<file path="src/rtl/tt_pkg.sv">
// Shared types and sizing helpers for the sequential truth-table evaluator.
package tt_pkg;

    typedef enum logic [1:0] {
        IDLE   = 2'd0,
        SINGLE = 2'd1,
        SWEEP  = 2'd2,
        FIN    = 2'd3
    } state_t;

    // Table bits per channel for an n-input function
    function automatic int TW(input int n);
        return 1 << n;
    endfunction

    // Width of a per-channel ones counter (holds 0..2**n)
    function automatic int CNT_W(input int n);
        return n + 1;
    endfunction

endpackage

</file>
<file path="src/rtl/tt_sweep_eval_if.sv">
// Result stream of the truth-table evaluator: valid/ready with input vector and per-channel result.
interface tt_sweep_eval_if #(
    parameter int N_IN = 3,
    parameter int NCH  = 1
);
    logic            out_valid;
    logic            out_ready;
    logic [N_IN-1:0] out_vec;
    logic [NCH-1:0]  out_s;

    modport master (output out_valid, output out_vec, output out_s, input out_ready);
    modport slave  (input out_valid, input out_vec, input out_s, output out_ready);
endinterface

</file>
<file path="src/rtl/tt_lut_ch.sv">
// One channel: programmable TW-bit truth table and its read mux.
module tt_lut_ch
    import tt_pkg::*;
#(
    parameter int                   N_IN     = 3,
    parameter logic [TW(N_IN)-1:0]  RESET_TT = 'hAC
) (
    input  logic                clk,
    input  logic                rst_n,
    input  logic                we_i,
    input  logic [TW(N_IN)-1:0] wdata_i,
    input  logic [N_IN-1:0]     addr_i,
    output logic                rd_o
);
    logic [TW(N_IN)-1:0] tbl_q;
    logic [TW(N_IN)-1:0] tbl_d;

    assign tbl_d = we_i ? wdata_i : tbl_q;

    always_ff @(posedge clk or negedge rst_n) begin
        if (!rst_n) begin
            tbl_q <= RESET_TT;
        end else begin
            tbl_q <= tbl_d;
        end
    end

    // Read from the next-state table so a write in the start cycle feeds the first result
    assign rd_o = tbl_d[addr_i];

endmodule

</file>
<file path="src/rtl/tt_sweep_eval.sv">
// Sequential truth-table evaluator: single-operand or full-sweep evaluation of NCH tables.
// Optional per-channel ones counters are enabled with `define TT_ONES_COUNT_EN.
module tt_sweep_eval
    import tt_pkg::*;
#(
    parameter int                   N_IN     = 3,
    parameter int                   NCH      = 1,
    parameter logic [TW(N_IN)-1:0]  RESET_TT = 8'hAC
) (
    input  logic                     clk,
    input  logic                     rst_n,
    input  logic                     cfg_we,
    input  logic [NCH*TW(N_IN)-1:0]  cfg_table,
    input  logic                     start,
    input  logic                     mode,
    input  logic [N_IN-1:0]          in_vec,
    tt_sweep_eval_if.master          out_if,
    output logic                     busy,
    output logic                     done
`ifdef TT_ONES_COUNT_EN
   ,output logic [NCH*CNT_W(N_IN)-1:0] ones_cnt
`endif
);
    localparam int            TWL  = TW(N_IN);
    localparam logic [N_IN:0] LAST = (N_IN+1)'(TWL - 1);

    state_t          state_q, state_d;
    logic [N_IN:0]   idx_q, idx_d;
    logic [N_IN-1:0] vec_q, vec_d;
    logic [NCH-1:0]  s_q, rd_s;
    logic            valid_q, valid_d;
    logic            ld_s;
    logic            idle;
    logic            accept;

    assign idle   = (state_q == IDLE);
    assign accept = valid_q & out_if.out_ready;

    for (genvar c = 0; c < NCH; c++) begin : g_ch
        tt_lut_ch #(
            .N_IN     (N_IN),
            .RESET_TT (RESET_TT)
        ) u_ch (
            .clk     (clk),
            .rst_n   (rst_n),
            .we_i    (cfg_we & idle),
            .wdata_i (cfg_table[c*TWL +: TWL]),
            .addr_i  (vec_d),
            .rd_o    (rd_s[c])
        );
    end

    always_ff @(posedge clk or negedge rst_n) begin
        if (!rst_n) begin
            state_q <= IDLE;
            idx_q   <= '0;
            vec_q   <= '0;
            s_q     <= '0;
            valid_q <= 1'b0;
        end else begin
            state_q <= state_d;
            idx_q   <= idx_d;
            vec_q   <= vec_d;
            valid_q <= valid_d;
            if (ld_s) begin
                s_q <= rd_s;
            end
        end
    end

    always_comb begin
        state_d = state_q;
        idx_d   = idx_q;
        vec_d   = vec_q;
        valid_d = valid_q;
        ld_s    = 1'b0;
        case (state_q)
            IDLE: begin
                if (start) begin
                    valid_d = 1'b1;
                    ld_s    = 1'b1;
                    if (mode) begin
                        state_d = SWEEP;
                        idx_d   = '0;
                        vec_d   = '0;
                    end else begin
                        state_d = SINGLE;
                        vec_d   = in_vec;
                    end
                end
            end
            SINGLE: begin
                if (accept) begin
                    valid_d = 1'b0;
                    state_d = FIN;
                end
            end
            SWEEP: begin
                if (accept) begin
                    if (idx_q == LAST) begin
                        valid_d = 1'b0;
                        state_d = FIN;
                    end else begin
                        idx_d = idx_q + 1'b1;
                        vec_d = idx_d[N_IN-1:0];
                        ld_s  = 1'b1;
                    end
                end
            end
            FIN: begin
                state_d = IDLE;
            end
            default: begin
                state_d = IDLE;
                valid_d = 1'b0;
            end
        endcase
    end

    assign out_if.out_valid = valid_q;
    assign out_if.out_vec   = vec_q;
    assign out_if.out_s     = s_q;
    assign busy             = !idle;
    assign done             = (state_q == FIN);

`ifdef TT_ONES_COUNT_EN
    localparam int CW = CNT_W(N_IN);

    logic [NCH*CW-1:0] cnt_q;

    always_ff @(posedge clk or negedge rst_n) begin
        if (!rst_n) begin
            cnt_q <= '0;
        end else if (idle && start) begin
            cnt_q <= '0;
        end else if (accept) begin
            for (int c = 0; c < NCH; c++) begin
                if (s_q[c]) begin
                    cnt_q[c*CW +: CW] <= cnt_q[c*CW +: CW] + CW'(1);
                end
            end
        end
    end

    assign ones_cnt = cnt_q;
`endif

endmodule

</file>
<file path="src/flat_wrapper.sv">
// flat-port wrapper written by rule: the top's interface ports become plain ports
module tt_sweep_eval_flat import tt_pkg::*;
#(
    parameter int                   N_IN     = 3,
    parameter int                   NCH      = 1,
    parameter logic [TW(N_IN)-1:0]  RESET_TT = 8'hAC
)
  (clk, rst_n, cfg_we, cfg_table, start, mode, in_vec, busy, done, out_if_out_valid, out_if_out_vec, out_if_out_s, out_if_out_ready);
  tt_sweep_eval_if #(.N_IN(N_IN), .NCH(NCH)) out_if_i ();
  input  logic clk;
  input  logic rst_n;
  input  logic cfg_we;
  input  logic [NCH*TW(N_IN)-1:0] cfg_table;
  input  logic start;
  input  logic mode;
  input  logic [N_IN-1:0] in_vec;
  output logic busy;
  output logic done;
  output wire logic [$bits(out_if_i.out_valid)-1:0] out_if_out_valid;
  output wire logic [$bits(out_if_i.out_vec)-1:0] out_if_out_vec;
  output wire logic [$bits(out_if_i.out_s)-1:0] out_if_out_s;
  input wire logic [$bits(out_if_i.out_ready)-1:0] out_if_out_ready;
  assign out_if_out_valid = out_if_i.out_valid;
  assign out_if_out_vec = out_if_i.out_vec;
  assign out_if_out_s = out_if_i.out_s;
  assign out_if_i.out_ready = out_if_out_ready;
  tt_sweep_eval #(.N_IN(N_IN), .NCH(NCH), .RESET_TT(RESET_TT)) u_core (.clk(clk), .rst_n(rst_n), .cfg_we(cfg_we), .cfg_table(cfg_table), .start(start), .mode(mode), .in_vec(in_vec), .out_if(out_if_i), .busy(busy), .done(done));
endmodule
</file>
<file path="config.mk">
export PLATFORM = sky130hd
export DESIGN_NAME = tt_sweep_eval_flat
export DESIGN_NICKNAME = d
export VERILOG_FILES = /design/src/rtl/tt_pkg.sv /design/src/rtl/tt_sweep_eval_if.sv /design/src/rtl/tt_lut_ch.sv /design/src/rtl/tt_sweep_eval.sv /design/src/flat_wrapper.sv
export SDC_FILE = /design/constraint.sdc
export NUM_CORES = 1
export LEC_CHECK = 0
export CAP_MARGIN = 20
export CORE_ASPECT_RATIO = 1.75
export CORE_UTILIZATION = 45
export DETAILED_ROUTE_END_ITERATION = 6
export GPL_TIMING_DRIVEN = 0
export PLACE_DENSITY = 0.72
export SETUP_SLACK_MARGIN = 0.02
export SYNTH_ARGS = -nofsm -noshare
export SYNTH_HDL_FRONTEND = slang
export SYNTH_SLANG_ARGS = --single-unit
</file>
<file path="constraint.sdc">
create_clock -name clk -period 3.5 [get_ports clk]
set_input_delay 0.525 -clock clk [delete_from_list [all_inputs] [get_ports clk]]
set_output_delay 0.525 -clock clk [all_outputs]
set_load 0.02 [all_outputs]
</file>
==> impl_metrics.json <==
{
  "power_frac_clock": 0.124,
  "worst_hold_path_type": "reg -> reg",
  "pin_count": 24,
  "synth_nets": 127,
  "drt-vias-per-instance": 5.51,
  "clock-root-buffer": "clkbuf_8",
  "power.internal_uw": 728,
  "tightest_slew_ps": 860,
  "drv_slew": 0,
  "clk_pin_slew_worst_paths_ps": 70,
  "outcome": "finished, final reports clean",
  "gp_congestion": 0.817,
  "r2r-start": "u_core.idx_q[0]",
  "die_area_um2": 2670,
  "wirelength_mm": 2.24,
  "min_period_ps": 2360,
  "area_delta_synth_final_pct": 26.8,
  "sw_frac_of_total": 0.404,
  "dpl.hpwl_mm": 1.76,
  "rr_endpoint": "u_core.out_if.out_s",
  "p_sw_uw": 494,
  "cts.sinks": 19,
  "cts_tree": "done",
  "hold_viol": 0,
  "portBuffers": 22,
  "insertedDiodeCount": 0,
  "power_leakage_nw": 0.625,
  "multi_input_comb_area_um2": 589,
  "core_area_um2": 2300,
  "fmax_mhz": 425,
  "grt_start_max_net_pins": 20,
  "grt_first_pass_wirelength_mm": 3.68,
  "post-route-period-util": 0.673,
  "cp-startpoint": "u_core.idx_q[0]",
  "pwr-share-seq": 0.321,
  "htreeDepth": 1,
  "r2r_slack_ps": 1140,
  "final_cell_area_um2": 1400,
  "post_dp_cell_area_um2": 1360,
  "cts_buffers": 3,
  "power_density_nw_per_um2": 871,
  "hold_buffers": 0,
  "antenna_found_initial": 0,
  "ir_drop_mv": 0.542,
  "rows": 23,
  "fin_ws_ps": 1140,
  "synth_top_area_frac": 0.339,
  "route.detailed.drc": 0,
  "dieHeight_um": 67.6,
  "start_util": 0.480,
  "synth-async-reset-ratio": 1.00,
  "synthDistinctLibCells": 29,
  "ys_warn_count": 0,
  "endpoint_kind": "flop",
  "layout-drive-gt1-share": 0.183,
  "synth_common_cells": "15 x dfrtp_1, 13 x nand2_1, 9 x mux2_2",
  "avgSynthCellArea_um2": 10.5,
  "cap_violations": 0,
  "dr.pass1.iters": 4,
  "fp.dieW_um": 39.5,
  "route.detailed.wl_per_inst_um": 14.4,
  "rsz0062_at_grt": "no",
  "regArea_um2": 480,
  "ys.flop_type": "dfrtp_1",
  "synth-seq-area-share": 0.434,
  "routed-via-count": 860,
  "cts_resized": 0,
  "synth_top_area_cell": "dfrtp_1",
  "yosysMostFrequentCell": "dfrtp_1",
  "synth-seq-cells": 19,
  "clkLatencyLatePin_ps": 260,
  "crit_fanout": 5,
  "crit_end": "u_core.out_if.out_s",
  "combPwrFrac": 0.555,
  "overflow": 0,
  "post_cts_buffers": 0,
  "clk_path_buf_depth": 2,
  "syn_area_um2": 1110,
  "place_ws_ps": 905,
  "clock-skew-final_ps": 5.82,
  "synth.area.top_cells": "dfrtp_1 34%, dfstp_2 9.5%, mux2_2 9.2%",
  "synth_cells": 105,
  "fillerInstances": 205,
  "startpoint_type": "flop",
  "ant_nets": 0,
  "tns_ps": 0,
  "fin_nets": 154,
  "grt_use_total": 0.195,
  "r2r_cells": 8,
  "cp.required_ps": 3620,
  "slew_headroom": 0.425,
  "arrival_ps": 2470,
  "grt_pass1_vias": 903,
  "synth_edf_count": 0,
  "dr.first_iter.drc_count": 21,
  "setup_viol": 0,
  "crit_type": "reg -> reg"
}
-- metal layers --
layer | global-route usage | part of all wire | vias up | routed length, µm
met5 | 0 | 0 | - | 0
met1 | 0.210 | 0.39 | 413 | 875
met3 | 0.0197 | 0.031 | 5 | 69
li1 | - | - | 422 | -
met4 | 0.0647 | 0.015 | 0 | 34
met2 | 0.369 | 0.56 | 20 | 1260
-- worst max-delay path, stage by stage, from the launching register on --
cell,delay (ps)
dfrtp_1,420
ha_1,280
nand3b_4,120
nand3_4,100
a22o_1,270
a221oi_4,420
mux2_2,390
nand3b_1,90
a41oi_2,110
-- power groups by stage --
| stage | Sequential, mW | Combinational [mW] | Clock (mW) |
|---|---|---|---|
| 6_report | 0.392 | 0.678 | 0.152 |
| 5_1_grt | 0.407 | 0.761 | 0.163 |
| 4_1_cts | 0.393 | 0.686 | 0.155 |
| 3_5_place_dp | 0.398 | 0.683 | 0 |
| 3_3_place_gp | 0.394 | 0.660 | 0 |
| 2_1_floorplan | 0.415 | 0.462 | 0 |
-- worst min path at each step --
stage | startpoint | to | slack, ps | depth (start not counted)
after CTS | u_core.idx_q[3] | u_core.idx_q[3] | 490 | 1
final | u_core.idx_q[3] | u_core.idx_q[3] | 490 | 1
after detailed placement | u_core.idx_q[3] | u_core.idx_q[3] | 480 | 1
after floorplan | rst_n | u_core.g_ch[0].u_ch.tbl_q[0] | 230 | 0
after global routing | u_core.idx_q[3] | u_core.idx_q[3] | 500 | 1
after global placement | u_core.idx_q[3] | u_core.idx_q[3] | 470 | 1
-- cell type report --
cell class,instances,share of cell area
plain buffers,3,0.00981
repair buffers,22,0.157
flip-flops and latches,19,0.343
clock buffers,4,0.0321
inverters,6,0.0161
well taps,25,0.0223
multi-input cells,77,0.420
-- registers in the layout (all words and copies together) (netlist names) --
| name | count |
|---|---|
| u_core.out_if.out_s | 1 |
| u_core.g_ch.u_ch.tbl_q | 8 |
| u_core.idx_q | 4 |
| u_core.out_if.out_vec | 3 |
| u_core.out_if.out_valid | 1 |
| u_core.state_q | 2 |
-- cell usage in the layout (no fill, tap or decap), drive strengths merged, types with 4 or more instances in the layout --
cell type,count
clkdlybuf4s50,22
dfrtp,15
nand2,13
mux2,9
o21ai,9
a21oi,6
mux2i,6
inv,6
nor2,5
ha,5
nand3b,5
clkbuf,5
nand2b,4
dfstp,4
nand3,4
-- cells by family (layout without fill, tap and decap cells) --
| family | count (synthesis) | count (layout) | synth area share |
|---|---|---|---|
| compound gates | 24 | 24 | 0.158 |
| xor+xnor | 1 | 1 | 0.00792 |
| fa+ha+maj | 5 | 5 | 0.0566 |
| buf+inv | 9 | 35 | 0.0328 |
| flops | 19 | 19 | 0.434 |
| mux | 15 | 15 | 0.146 |
| simple gates | 32 | 32 | 0.164 |
-- metrics by stage --
stage | hold slack, ps | std cells | power, mW | util
3_3_place_gp | 472 | 152 | 1.05 | 0.590
3_5_place_dp | 476 | 152 | 1.08 | 0.590
4_1_cts | 491 | 156 | 1.24 | 0.609
6_report | 487 | 156 | 1.22 | 0.609
5_1_grt | 503 | 156 | 1.33 | 0.609
2_1_floorplan | 229 | 105 | 0.877 | -
No activity file was read; power rests on OpenSTA's default activity.
